--- config.mk ---
export PLATFORM = sky130hd
export DESIGN_NAME = bp_mini_tlb
export DESIGN_NICKNAME = d
export VERILOG_FILES = /design/src/rtl/bp_mini_tlb_pkg.sv /design/src/rtl/bp_mini_tlb_repl.sv /design/src/rtl/bp_mini_tlb.sv
export SDC_FILE = /design/constraint.sdc
export NUM_CORES = 1
export LEC_CHECK = 0
export BUFFER_PORTS_ARGS = -buffer_cell sky130_fd_sc_hd__buf_2
export CAP_MARGIN = 20
export CORE_ASPECT_RATIO = 0.7
export CORE_MARGIN = 4
export CORE_UTILIZATION = 45
export CTS_BUF_LIST = sky130_fd_sc_hd__clkbuf_4
export DETAILED_ROUTE_END_ITERATION = 16
export HOLD_SLACK_MARGIN = 0.12
export PLACE_DENSITY_LB_ADDON = 0.25
export SLEW_MARGIN = 5
export SYNTH_ARGS = -nofsm -noshare
export SYNTH_HDL_FRONTEND = slang
export SYNTH_SLANG_ARGS = --single-unit
export TNS_END_PERCENT = 5
--- constraint.sdc ---
create_clock -name clk_i -period 15.3 [get_ports clk_i]
set_input_delay 1.53 -clock clk_i [delete_from_list [all_inputs] [get_ports clk_i]]
set_output_delay 1.53 -clock clk_i [all_outputs]
set_load 0.05 [all_outputs]
--- src/rtl/bp_mini_tlb_pkg.sv ---
// Shared types and sizing for the mini TLB and its replacement helper.
package bp_mini_tlb_pkg;

  localparam int unsigned mini_tlb_els_lp        = 8;
  localparam int unsigned mini_tlb_vtag_width_lp = 27;
  localparam int unsigned mini_tlb_ptag_width_lp = 28;
  localparam int unsigned mini_tlb_ptr_width_lp  = $clog2(mini_tlb_els_lp);

  typedef struct packed {
    logic                              v;
    logic [mini_tlb_vtag_width_lp-1:0] vtag;
    logic [mini_tlb_ptag_width_lp-1:0] ptag;
  } bp_mini_tlb_entry_s;

endpackage

--- src/rtl/bp_mini_tlb_repl.sv ---
// Fill-slot selection: existing match, else lowest invalid, else round-robin victim.
module bp_mini_tlb_repl
  import bp_mini_tlb_pkg::*;
#(
  parameter int unsigned els_p = mini_tlb_els_lp,
  localparam int unsigned ptr_width_lp = $clog2(els_p)
) (
  input  logic                    clk_i,
  input  logic                    reset_i,
  input  logic                    flush_i,
  input  logic [els_p-1:0]        valid_i,
  input  logic [els_p-1:0]        match_i,
  input  logic                    fill_i,
  output logic [ptr_width_lp-1:0] idx_o
);

  logic [ptr_width_lp-1:0] r_ptr;
  logic [ptr_width_lp-1:0] w_match_idx;
  logic [ptr_width_lp-1:0] w_inv_idx;
  logic                    w_any_match;
  logic                    w_any_inv;
  logic                    w_advance;

  always_comb begin
    w_match_idx = '0;
    w_inv_idx   = '0;
    w_any_inv   = 1'b0;
    for (int i = 0; i < int'(els_p); i++) begin
      if (match_i[i]) w_match_idx = ptr_width_lp'(i);
    end
    // Descending scan so the lowest invalid index wins.
    for (int i = int'(els_p) - 1; i >= 0; i--) begin
      if (!valid_i[i]) begin
        w_inv_idx = ptr_width_lp'(i);
        w_any_inv = 1'b1;
      end
    end
  end

  assign w_any_match = |match_i;
  assign w_advance   = fill_i & ~w_any_match & ~w_any_inv;

  always_comb begin
    if (w_any_match)    idx_o = w_match_idx;
    else if (w_any_inv) idx_o = w_inv_idx;
    else                idx_o = r_ptr;
  end

  always_ff @(posedge clk_i) begin
    if (reset_i || flush_i) r_ptr <= '0;
    else if (w_advance)     r_ptr <= r_ptr + 1'b1;
  end

endmodule

--- src/rtl/bp_mini_tlb.sv ---
// Fully-associative vtag->ptag cache with a registered lookup port and one fill port.
module bp_mini_tlb
  import bp_mini_tlb_pkg::*;
#(
  parameter int unsigned els_p        = mini_tlb_els_lp,
  parameter int unsigned vtag_width_p = mini_tlb_vtag_width_lp,
  parameter int unsigned ptag_width_p = mini_tlb_ptag_width_lp
) (
  input  logic                    clk_i,
  input  logic                    reset_i,
  input  logic                    flush_i,
  input  logic                    trans_en_i,
  input  logic                    r_v_i,
  input  logic [vtag_width_p-1:0] r_vtag_i,
  input  logic                    w_v_i,
  input  logic [vtag_width_p-1:0] w_vtag_i,
  input  logic [ptag_width_p-1:0] w_ptag_i,
  output logic                    r_v_o,
  output logic                    r_hit_o,
  output logic                    r_miss_o,
  output logic [ptag_width_p-1:0] r_ptag_o
);

  localparam int unsigned ptr_width_lp = $clog2(els_p);
  localparam int unsigned copy_width_lp =
      (vtag_width_p < ptag_width_p) ? vtag_width_p : ptag_width_p;

  bp_mini_tlb_entry_s r_entries [els_p];

  logic                    r_out_v;
  logic                    r_out_hit;
  logic [ptag_width_p-1:0] r_out_ptag;

  logic [els_p-1:0]        w_valid;
  logic [els_p-1:0]        w_r_match;
  logic [els_p-1:0]        w_w_match;
  logic [ptag_width_p-1:0] w_cam_ptag;
  logic [ptag_width_p-1:0] w_pass_ptag;
  logic [ptag_width_p-1:0] w_ptag;
  logic                    w_hit;
  logic                    w_fill;
  logic [ptr_width_lp-1:0] w_fill_idx;

  // Match vectors are one-hot at most, so the ptag mux is a plain OR-reduce.
  always_comb begin
    w_cam_ptag = '0;
    for (int i = 0; i < int'(els_p); i++) begin
      w_valid[i]   = r_entries[i].v;
      w_r_match[i] = r_entries[i].v && (r_entries[i].vtag == r_vtag_i);
      w_w_match[i] = r_entries[i].v && (r_entries[i].vtag == w_vtag_i);
      if (w_r_match[i]) w_cam_ptag = w_cam_ptag | r_entries[i].ptag;
    end
  end

  always_comb begin
    w_pass_ptag = '0;
    w_pass_ptag[copy_width_lp-1:0] = r_vtag_i[copy_width_lp-1:0];
  end

  assign w_hit  = ~trans_en_i | (~flush_i & |w_r_match);
  assign w_ptag = trans_en_i ? w_cam_ptag : w_pass_ptag;
  assign w_fill = w_v_i & ~flush_i;

  bp_mini_tlb_repl #(
    .els_p (els_p)
  ) u_repl (
    .clk_i   (clk_i),
    .reset_i (reset_i),
    .flush_i (flush_i),
    .valid_i (w_valid),
    .match_i (w_w_match),
    .fill_i  (w_fill),
    .idx_o   (w_fill_idx)
  );

  always_ff @(posedge clk_i) begin
    if (reset_i || flush_i) begin
      for (int i = 0; i < int'(els_p); i++) r_entries[i].v <= 1'b0;
    end else if (w_fill) begin
      r_entries[w_fill_idx] <= '{v: 1'b1, vtag: w_vtag_i, ptag: w_ptag_i};
    end
  end

  always_ff @(posedge clk_i) begin
    if (reset_i) begin
      r_out_v    <= 1'b0;
      r_out_hit  <= 1'b0;
      r_out_ptag <= '0;
    end else begin
      r_out_v    <= r_v_i;
      r_out_hit  <= r_v_i & w_hit;
      r_out_ptag <= (r_v_i & w_hit) ? w_ptag : '0;
    end
  end

  assign r_v_o    = r_out_v;
  assign r_hit_o  = r_out_hit;
  assign r_miss_o = r_out_v & ~r_out_hit;
  assign r_ptag_o = r_out_ptag;

endmodule

Yosys cells after proc, flatten, opt, wreduce, memory -nomap -nowiden
Memory sizes are Yosys's and may differ from the RTL's.
Cells that the tools add are included.
Storage, ports and cells
  bits in registers: 33
  bits in writable memories: 448
  output and inout port bits: 31
  memories kept: 1
  word-level logic and storage cells: 107
Memories
  r_entries: words 8, bits a word 56, read ports 8, clocked after memory_dff 0, wr ports 8, line bp_mini_tlb.sv:28  | bp_mini_tlb_entry_s r_entries [els_p];
Operators by class
  multiplexer cells: 42
  reduce and logical (&&, ||, !) cells: 22
  equality and inequality tests: 16
  bitwise gates (word level): 20
  add/sub/neg operators: 1
Operators with widths (count)
  $eq A27 B27 Y1: 16
  $mux W28: 8
  $or A28 B28 Y28: 7
  $mux W56: 1
  $reduce_or A56 Y1: 1
  $mux W3: 15
  $mux W27: 1
  $logic_and A1 B1 Y1: 16
  $reduce_or A8 Y1: 2
  $mux W1: 14
  $and A1 B1 Y1: 6
  $mux W2: 3
  $not A1 Y1: 6
  $add A3 B1 Y3 const B: 1
  $reduce_or A3 Y1: 1
  $reduce_or A2 Y1: 1
  $logic_or A1 B1 Y1: 1
  $or A1 B1 Y1: 1

Depth between registers and ports, before layout
Gate-level depths: netlist of the first run.
An unclocked memory read counts as a cell.
  depth in word-level cells: 19
  gate-level depth with buffers: 11
  depth with buffers taken out: 8

Hierarchy
Synthesis of the first run repeated with hierarchy kept, for this count alone.
Unflattened totals
  cell total of the unflattened synthesis: 1446
  area, all modules: 21264.1 µm²
Modules (own cells, without submodules)
  bp_mini_tlb: area an instance 20936.3 µm², sequential area each 13973.4 µm², cells each 1399, times used 1
  bp_mini_tlb_repl: area an instance 327.8 µm², sequential area each 60.1 µm², cells each 47, times used 1

Least setup slack after synthesis of the first run
Ideal clock, no wire load.
  kind: input to register
  from: input port w_vtag_i[6]
  to: memory r_entries[1][0] in the netlist's numbering (enable)
  slack: 9320 ps
  arrival: 5512 ps
  required time: 14832 ps
  setup time: 468 ps
  stages on the path: 9
  cell sequence: buf_2 xor2_1 nor4_1 nand3_1 nor4_4 a311oi_1 o31ai_1 a31oi_1 nor2_1
RTL lines
  start: declaration: line bp_mini_tlb.sv:16  | input logic [vtag_width_p-1:0] w_vtag_i,
  end: declaration: line bp_mini_tlb.sv:28

==> flow_results.xml, run 1 <==
<?xml version="1.0" encoding="UTF-8"?>
<metrics>
  <group name="die">
    <metric name="core_area" unit="mm²">0.0467</metric>
    <metric name="die_area" unit="mm²">0.0512</metric>
    <metric name="fp-row-count" unit="">66</metric>
    <metric name="ioPinCount" unit="">119</metric>
    <metric name="initial_core_utilization" unit="%">45.8</metric>
    <metric name="die_height" unit="µm">191</metric>
    <metric name="die_w" unit="µm">269</metric>
  </group>
  <group name="cells_and_area">
    <metric name="final_layout_size_suffix_gt1_share" unit="%">22.1</metric>
    <metric name="finish.utilization" unit="%">51.5</metric>
    <metric name="fillcell_total" unit="">4039</metric>
    <metric name="final_nets" unit="">1693</metric>
    <metric name="sequential_cell_area" unit="mm²">0.0140</metric>
    <metric name="area_growth" unit="%">12.4</metric>
    <metric name="fin_cells" unit="">2318</metric>
    <metric name="multi_input_area" unit="mm²">0.00691</metric>
  </group>
  <group name="clock_network">
    <metric name="cts.root.buffer_cell" unit="">clkbuf_4</metric>
    <metric name="cts.repair_timing.setup_buffer_count" unit="">0</metric>
    <metric name="cts-resized-gates" unit="">0</metric>
    <metric name="cts-buffers-inserted" unit="">116</metric>
    <metric name="post_cts_hold_buffer_count" unit="">0</metric>
    <metric name="cts.sinks" unit="">481</metric>
    <metric name="worst_setup_hold_path_clk_slew" unit="ps">70</metric>
    <metric name="clock_tree.buffer_depth" unit="">3</metric>
    <metric name="insertion_delay_of_the_later_clocked_pin_in_the_worst_skew_pair" unit="ps">940</metric>
    <metric name="tritoncts" unit="">yes</metric>
    <metric name="ctsHtreeMaxLevel" unit="">3</metric>
  </group>
  <group name="synth">
    <metric name="post_synth.cell_area_avg" unit="µm²">14.9</metric>
    <metric name="ys_types" unit="">47</metric>
    <metric name="synth-seq-area-share" unit="%">65.5</metric>
    <metric name="netlist_area" unit="mm²">0.0214</metric>
    <metric name="number_of_cells_produced_by_synthesis" unit="">1437</metric>
    <metric name="share_of_the_synthesized_area_in_the_top_cell_type" unit="%">61.7</metric>
    <metric name="synth_area_leaders" unit="">edfxtp_1, xnor2_1, xor2_1, dfxtp_1, nand4_1</metric>
    <metric name="yosys.cell_count.top_type" unit="">edfxtp_1</metric>
    <metric name="postSynth.topFlopCell" unit="">edfxtp_1</metric>
    <metric name="synth.ff_latch_count" unit="">481</metric>
    <metric name="synth_nets" unit="">1526</metric>
    <metric name="synth_enable_flop_cells" unit="">440</metric>
    <metric name="synth.cells.most_frequent" unit="">edfxtp_1, xnor2_1, xor2_1</metric>
    <metric name="yosysTopAreaCell" unit="">edfxtp_1</metric>
    <metric name="yosys_warnings" unit="">0</metric>
    <metric name="synth-async-reset-ratio" unit="%">0</metric>
  </group>
  <group name="setup_path">
    <metric name="critical-path-max-stage-delay" unit="ps">730</metric>
    <metric name="crit_path_max_fanout" unit="">33</metric>
    <metric name="critical_path.n_buffers_inverters" unit="">3</metric>
    <metric name="cp_data_required_time" unit="ps">15810</metric>
    <metric name="worstSetupStartpointType" unit="">input port</metric>
    <metric name="critical_path_arrival" unit="ps">5750</metric>
    <metric name="critical_path_class" unit="">in -&gt; reg</metric>
    <metric name="cp_cell_sequence" unit="">buf_2 -&gt; xor2_1 -&gt; nor4_1 -&gt; nand3_1 -&gt; nor4_4 -&gt; a311oi_1 -&gt; o31ai_1 -&gt; a31oi_1 -&gt; buf_4 -&gt; nor2_4 -&gt; buf_4</metric>
    <metric name="critical_path.endpoint_type" unit="">flop</metric>
    <metric name="slowest_stage" unit="">nor2_4</metric>
    <metric name="cpMostUsedCell" unit="">buf_4</metric>
    <metric name="crit_family" unit="">simple AND/OR/NAND/NOR gates</metric>
  </group>
  <group name="worst_hold_path">
    <metric name="timing.hold.worst.class" unit="">reg -&gt; reg</metric>
  </group>
  <group name="detailed_routing">
    <metric name="post-route-drc-count" unit="">0</metric>
    <metric name="drt_initial_violations" unit="">1742</metric>
    <metric name="overall_routed_net_length" unit="µm">71300</metric>
    <metric name="detailroute.via_count" unit="">13700</metric>
    <metric name="routed_wire_length_per_instance" unit="µm">30.8</metric>
    <metric name="viasPerCell" unit="">5.92</metric>
    <metric name="drt_first_pass_iters" unit="">6</metric>
    <metric name="drtAntennaViolNets" unit="">0</metric>
  </group>
  <group name="timing">
    <metric name="clock_skew" unit="ps">84.9</metric>
    <metric name="slew_headroom" unit="%">31.3</metric>
    <metric name="total_negative_slack_for_setup_checks" unit="ps">0</metric>
    <metric name="achievable-frequency" unit="MHz">191</metric>
    <metric name="final_min_period_over_clock_period" unit="%">34.3</metric>
    <metric name="timing_worst_slew_pin_value" unit="ps">1030</metric>
    <metric name="report.final.setup_viol" unit="">0</metric>
    <metric name="finalWorstPathRequiredPeriod" unit="ps">5250</metric>
    <metric name="grt_setup_unrepaired" unit="">no</metric>
    <metric name="slew_violations" unit="">0</metric>
    <metric name="final-hold-violation-count" unit="">0</metric>
  </group>
  <group name="power">
    <metric name="combPwrFrac" unit="%">6.8</metric>
    <metric name="peakVddDrop" unit="µV">59.8</metric>
    <metric name="power.internal" unit="µW">2090</metric>
    <metric name="share_of_total_power_in_the_clock_network" unit="%">40.8</metric>
    <metric name="power_dens_cells" unit="mW/mm²">115</metric>
    <metric name="sequentialPowerShare" unit="%">52.4</metric>
    <metric name="p_switching" unit="µW">669</metric>
    <metric name="sw_frac_of_total" unit="%">24.2</metric>
    <metric name="p_leak" unit="µW">0.00775</metric>
  </group>
  <group name="grt">
    <metric name="grt_first_pass_wirelength" unit="µm">98800</metric>
    <metric name="first_global_vias" unit="">13400</metric>
    <metric name="antenna_found_initial" unit="">5</metric>
    <metric name="global_route.overflow_total" unit="">0</metric>
    <metric name="grtUsageTotal" unit="%">27.7</metric>
    <metric name="grt_start_max_net_pins" unit="">56</metric>
  </group>
  <group name="placed_design">
    <metric name="hpwl_after_detailed_placement" unit="µm">47000</metric>
    <metric name="place.port_buffers" unit="">118</metric>
    <metric name="post_placement_cell_count" unit="">2097</metric>
    <metric name="gp_routability_congestion" unit="">1.03</metric>
  </group>
  <group name="run">
    <metric name="maxCapViolations" unit="">0</metric>
  </group>
  <group name="status">
    <metric name="run_status" unit="">complete, no violations</metric>
  </group>
</metrics>
layout by cell type (no fill, tap or decap), types with 2 or more instances in the layout:
cell / netlist / layout
a22oi_1: 2 / 2
buf_2: 42 / 118
nor4_4: 1 / 8
inv_6: 0 / 2
a311oi_1: 2 / 2
buf_4: 20 / 19
nor2_4: 0 / 8
xnor2_1: 326 / 326
mux2i_1: 2 / 2
nor3_2: 19 / 19
nor4_1: 41 / 40
inv_2: 0 / 2
nand4_1: 96 / 96
and4_1: 3 / 3
nor2b_1: 3 / 3
a221oi_1: 55 / 55
clkinv_1: 0 / 18
nand2_1: 19 / 19
o2111ai_1: 2 / 2
nand3_1: 6 / 6
bufinv_16: 0 / 2
a21oi_1: 2 / 2
diode_2: 0 / 3
nor2_1: 40 / 32
or4_1: 7 / 7
a22o_1: 55 / 55
nor3_1: 13 / 13
clkbuf_4: 0 / 191
edfxtp_1: 440 / 440
xor2_1: 107 / 107
dfxtp_1: 41 / 41
inv_1: 6 / 6
and3_1: 28 / 28
o21ai_0: 9 / 9
power by group through the flow:
| stage | registers, µW | clock network [µW] | logic [µW] |
|---|---|---|---|
| CTS | 1440 | 1150 | 182 |
| global route | 1440 | 1220 | 194 |
| finish | 1450 | 1130 | 187 |
| detailed placement | 1470 | 0 | 181 |
| floorplan | 1480 | 0 | 96.5 |
| global placement | 1470 | 0 | 182 |
sequential cells by signal, summed over array words and instances (netlist names):
signal	flops
r_hit_o	1
r_v_o	1
r_entries	448
u_repl.r_ptr	3
r_ptag_o	28
worst register-to-register path, delay by kind of cell (launching register included):
kind                   cells  cell delay, ps
AND/OR/NAND/NOR            4            1950
buffers and inverters      2             860
AO/OA/AOI/OAI              3             670
flip-flops                 1             530
XOR/XNOR                   1             260
path summary, 6_finish.rpt:
check,from,end,slack [ps],cells after the start
min reg2reg,u_repl.r_ptr[2]$_SDFFE_PP0P_,u_repl.r_ptr[2]$_SDFFE_PP0P_,490,2
max,w_vtag_i[9],r_entries[7][3]$_DFFE_PP_,10050,11
min,u_repl.r_ptr[2]$_SDFFE_PP0P_,u_repl.r_ptr[2]$_SDFFE_PP0P_,490,2
max reg2reg,r_entries[5][37]$_DFFE_PP_,r_entries[7][3]$_DFFE_PP_,10600,10
kinds of logic (layout without fill, tap and decap cells):
kind of cell / after synthesis / in the layout / synth area share, %
xor+xnor: 433 / 433 / 17.7
compound gates: 137 / 137 / 5.34
other cells: 0 / 3 / 0
mux: 2 / 2 / 0.0934
buf+inv: 94 / 360 / 2.91
simple gates: 289 / 289 / 8.39
fa+ha+maj: 1 / 1 / 0.0584
flops: 481 / 481 / 65.5
layout make-up:
class	count	area share, %
repair buffers	137	3.05
inverters	6	0.0936
flip-flops and latches	481	58.3
clock inverters	26	0.702
clock buffers	191	5.96
diodes	3	0.0312
well taps	612	3.18
multi-input cells	862	28.7
through the flow:
step | setup slack (ps) | cell area [µm²] | hold WS [ps] | power, µW
2_1_floorplan | 9320 | 21400 | 447 | 1580
3_3_place_gp | 9260 | 22500 | 461 | 1660
3_5_place_dp | 9310 | 22500 | 477 | 1660
4_1_cts | 10210 | 24100 | 484 | 2780
5_1_grt | 10040 | 24100 | 531 | 2860
6_report | 10050 | 24100 | 493 | 2760
per-layer routing:
metal | share of wire, % | vias to the layer above | track usage (%)
li1 | - | 5868 | -
met1 | 42 | 6932 | 39.1
met2 | 41 | 802 | 38.4
met3 | 15 | 118 | 13.8
met4 | 2.0 | 4 | 6.29
met5 | 0.036 | - | 0
(Power assumes the default switching activity.)
==> run 2, diff against run 1 <==
==> constraint.sdc (replaced) <==
create_clock -name clk_i -period 4.9 [get_ports clk_i]
set_input_delay 0.49 -clock clk_i [delete_from_list [all_inputs] [get_ports clk_i]]
set_output_delay 0.49 -clock clk_i [all_outputs]
set_load 0.05 [all_outputs]
==> run 2 against run 1 <==
  * Cell area is 4.0% higher
  * Non-clock buffer count rose by 99
  * Sequential power grew to 3.1 times the previous value
  * Wire length is 0.76% higher
  * Global-route usage up 0.18 points
  * Flip-flop and latch count unchanged
  * First-iteration DRC count up 12%
  * Via count is 2.7% higher
  * Clock power rose to 3.0 times the previous value
  * Clock skew shrank 25 ps
  * Largest power group unchanged
  * Highest routed layer unchanged
==> flow_results.xml, run 2 (synthesis gave the netlist of run 1 again) <==
<?xml version="1.0" encoding="UTF-8"?>
<metrics>
  <group name="status">
    <metric name="run_status" unit="">complete, no violations</metric>
  </group>
  <group name="detailed_routing">
    <metric name="overall_routed_net_length" unit="µm">71900</metric>
    <metric name="drt_first_pass_iters" unit="">6</metric>
    <metric name="detailroute.via_count" unit="">14100</metric>
    <metric name="drt_initial_violations" unit="">1944</metric>
    <metric name="routed_wire_length_per_instance" unit="µm">29.7</metric>
    <metric name="viasPerCell" unit="">5.83</metric>
    <metric name="post-route-drc-count" unit="">0</metric>
    <metric name="drtAntennaViolNets" unit="">0</metric>
  </group>
  <group name="grt">
    <metric name="grt_start_max_net_pins" unit="">56</metric>
    <metric name="global_route.usage.met2" unit="%">37.8</metric>
    <metric name="grt_util_met3" unit="%">11.6</metric>
    <metric name="antenna_found_initial" unit="">7</metric>
    <metric name="grt_first_pass_wirelength" unit="µm">99900</metric>
    <metric name="global_route.overflow_total" unit="">0</metric>
    <metric name="top_usage_layer" unit="">met1</metric>
    <metric name="groute.layer.met1.usage" unit="%">41.5</metric>
    <metric name="first_global_vias" unit="">13700</metric>
    <metric name="grtUsageTotal" unit="%">27.9</metric>
  </group>
  <group name="setup_path">
    <metric name="crit_path_max_fanout" unit="">14</metric>
    <metric name="critical_path_arrival" unit="ps">4800</metric>
    <metric name="slowest_stage" unit="">xnor2_1</metric>
    <metric name="worstSetupStartpointType" unit="">flop</metric>
    <metric name="cpMostUsedCell" unit="">nand4_1</metric>
    <metric name="worst-r2r-cell-count" unit="">10</metric>
    <metric name="critical_path_class" unit="">reg -&gt; reg</metric>
    <metric name="cp_data_required_time" unit="ps">5470</metric>
    <metric name="critPathLaunch" unit="">r_entries[3][32]$_DFFE_PP_</metric>
    <metric name="cp_cell_sequence" unit="">xnor2_1 -&gt; nand4_1 -&gt; nor4_1 -&gt; buf_2 -&gt; nand4_1 -&gt; and2_1 -&gt; nand3_1 -&gt; o2111ai_1 -&gt; nor2_4 -&gt; buf_4</metric>
    <metric name="critical-path-max-stage-delay" unit="ps">640</metric>
    <metric name="crit-reg2reg-launch" unit="">r_entries[3][32]$_DFFE_PP_</metric>
    <metric name="r2r_end" unit="">r_entries[0][53]$_DFFE_PP_</metric>
    <metric name="critical_path.endpoint_type" unit="">flop</metric>
    <metric name="r2r_slack" unit="ps">670</metric>
  </group>
  <group name="clock_network">
    <metric name="cts-resized-gates" unit="">0</metric>
    <metric name="tritoncts" unit="">yes</metric>
    <metric name="clock_tree.buffer_depth" unit="">3</metric>
    <metric name="worst_setup_hold_path_clk_slew" unit="ps">70</metric>
    <metric name="ctsHtreeMaxLevel" unit="">3</metric>
    <metric name="cts.root.buffer_cell" unit="">clkbuf_4</metric>
    <metric name="cts.sinks" unit="">481</metric>
    <metric name="insertion_delay_of_the_later_clocked_pin_in_the_worst_skew_pair" unit="ps">930</metric>
    <metric name="post_cts_hold_buffer_count" unit="">75</metric>
    <metric name="cts-buffers-inserted" unit="">115</metric>
    <metric name="cts.repair_timing.setup_buffer_count" unit="">0</metric>
  </group>
  <group name="cells_and_area">
    <metric name="fin_cells" unit="">2416</metric>
    <metric name="area_growth" unit="%">16.9</metric>
    <metric name="fillcell_total" unit="">3972</metric>
    <metric name="largest_register_ffs" unit="">448</metric>
    <metric name="final_layout_size_suffix_gt1_share" unit="%">21.7</metric>
    <metric name="mostFrequentLayoutCells" unit="">edfxtp_1, xnor2_1, clkbuf_4</metric>
    <metric name="mostFrequentLayoutCell" unit="">edfxtp_1</metric>
    <metric name="final_nets" unit="">1791</metric>
    <metric name="max_flop_register" unit="">r_entries</metric>
  </group>
  <group name="die">
    <metric name="core_area" unit="mm²">0.0467</metric>
    <metric name="initial_core_utilization" unit="%">45.8</metric>
    <metric name="fp-row-count" unit="">66</metric>
    <metric name="die_area" unit="mm²">0.0512</metric>
    <metric name="die_w" unit="µm">269</metric>
    <metric name="die_height" unit="µm">191</metric>
    <metric name="ioPinCount" unit="">119</metric>
  </group>
  <group name="power">
    <metric name="power" unit="µW">8600</metric>
    <metric name="p_switching" unit="µW">2120</metric>
    <metric name="power_dens_cells" unit="mW/mm²">343</metric>
    <metric name="p_leak" unit="µW">0.00817</metric>
    <metric name="combPwrFrac" unit="%">7.5</metric>
    <metric name="power.internal" unit="µW">6480</metric>
    <metric name="share_of_total_power_in_the_clock_network" unit="%">40.1</metric>
    <metric name="sequentialPowerShare" unit="%">52.5</metric>
    <metric name="peakVddDrop" unit="µV">209</metric>
    <metric name="sw_frac_of_total" unit="%">24.7</metric>
  </group>
  <group name="worst_hold_path">
    <metric name="timing.hold.worst.start" unit="">r_vtag_i[18]</metric>
    <metric name="hold_depth" unit="">3</metric>
    <metric name="min_to" unit="">r_ptag_o[18]$_SDFF_PP0_</metric>
    <metric name="timing.hold.worst.class" unit="">in -&gt; reg</metric>
  </group>
  <group name="placed_design">
    <metric name="pre_cts_slack" unit="ps">752</metric>
    <metric name="post_placement_cell_count" unit="">2121</metric>
    <metric name="hpwl_after_detailed_placement" unit="µm">48200</metric>
    <metric name="gp_routability_congestion" unit="">1.03</metric>
    <metric name="place.port_buffers" unit="">118</metric>
  </group>
  <group name="timing">
    <metric name="clock_skew" unit="ps">59.5</metric>
    <metric name="achievable-frequency" unit="MHz">236</metric>
    <metric name="grt_setup_unrepaired" unit="">no</metric>
    <metric name="timing_worst_slew_pin_value" unit="ps">921</metric>
    <metric name="slew_violations" unit="">0</metric>
    <metric name="setup_ws" unit="ps">671</metric>
    <metric name="report.final.setup_viol" unit="">0</metric>
    <metric name="final_min_period_over_clock_period" unit="%">86.3</metric>
    <metric name="final-hold-violation-count" unit="">0</metric>
    <metric name="finalWorstPathRequiredPeriod" unit="ps">4230</metric>
    <metric name="slew_headroom" unit="%">38.2</metric>
  </group>
  <group name="run">
    <metric name="maxCapViolations" unit="">0</metric>
  </group>
</metrics>
[run 2: cell count changes in the layout (fill, tap and decap cells not counted), sizes merged]
cell         before  now
clkbuf          191  178
clkinv           19   28
dlygate4sd3       0   76
diode             3    6
clkinvlp          1    2
inv              10    9
buf             137  160
[run 2: worst max-delay path: cells and delay by family, from the launching register on]
kind                   cells  cell delay (ps)
AND/OR/NAND/NOR            6             1860
buffers and inverters      2              620
AO/OA/AOI/OAI              1              350
flip-flops                 1              420
XOR/XNOR                   1              640
[run 2: area by class of cell]
type / count / area, µm² / area share (%)
Antenna cell: 6 / 15.0 / 0.0600
Clock buffer: 178 / 1340 / 5.34
Clock inverter: 35 / 211 / 0.844
Inverter: 6 / 22.5 / 0.0899
Multi-Input combinational cell: 862 / 6910 / 27.6
Sequential cell: 481 / 14000 / 56.0
Tap cell: 612 / 766 / 3.06
Timing Repair Buffer: 236 / 1750 / 6.99
[run 2: power groups by stage]
stage | sequential, µW | clock (µW) | combinational [µW]
after CTS | 4510 | 3500 | 629
after global routing | 4510 | 3750 | 668
after global placement | 4600 | 0 | 582
after detailed placement | 4600 | 0 | 579
final | 4510 | 3440 | 644
after floorplan | 4620 | 0 | 301
[run 2: stage by stage]
step                      utilization [%]  instance area (µm²)  setup TNS (ps)  hold WS, ps
after floorplan                         -                21400          -10640          447
after global placement               48.6                22700               0          467
after detailed placement             48.6                22700               0          482
after CTS                            53.5                25000               0          123
after global routing                 53.6                25000               0          112
final                                53.6                25000               0          186
[run 2: layer usage]
layer / up-vias / part of all wire [%] / routed length, µm
li1: 6068 / - / -
met1: 7044 / 44 / 31600
met2: 860 / 41 / 29300
met3: 112 / 13 / 9450
met4: 4 / 2.0 / 1450
met5: - / 0.036 / 26
[run 2: worst max path at each step]
stage	end	slack, ps
after floorplan	r_entries[1][0]$_DFFE_PP_	-40
after global placement	r_entries[0][53]$_DFFE_PP_	170
after detailed placement	r_entries[0][53]$_DFFE_PP_	750
after CTS	r_entries[0][53]$_DFFE_PP_	1100
after global routing	r_entries[0][28]$_DFFE_PP_	790
final	r_entries[0][53]$_DFFE_PP_	670
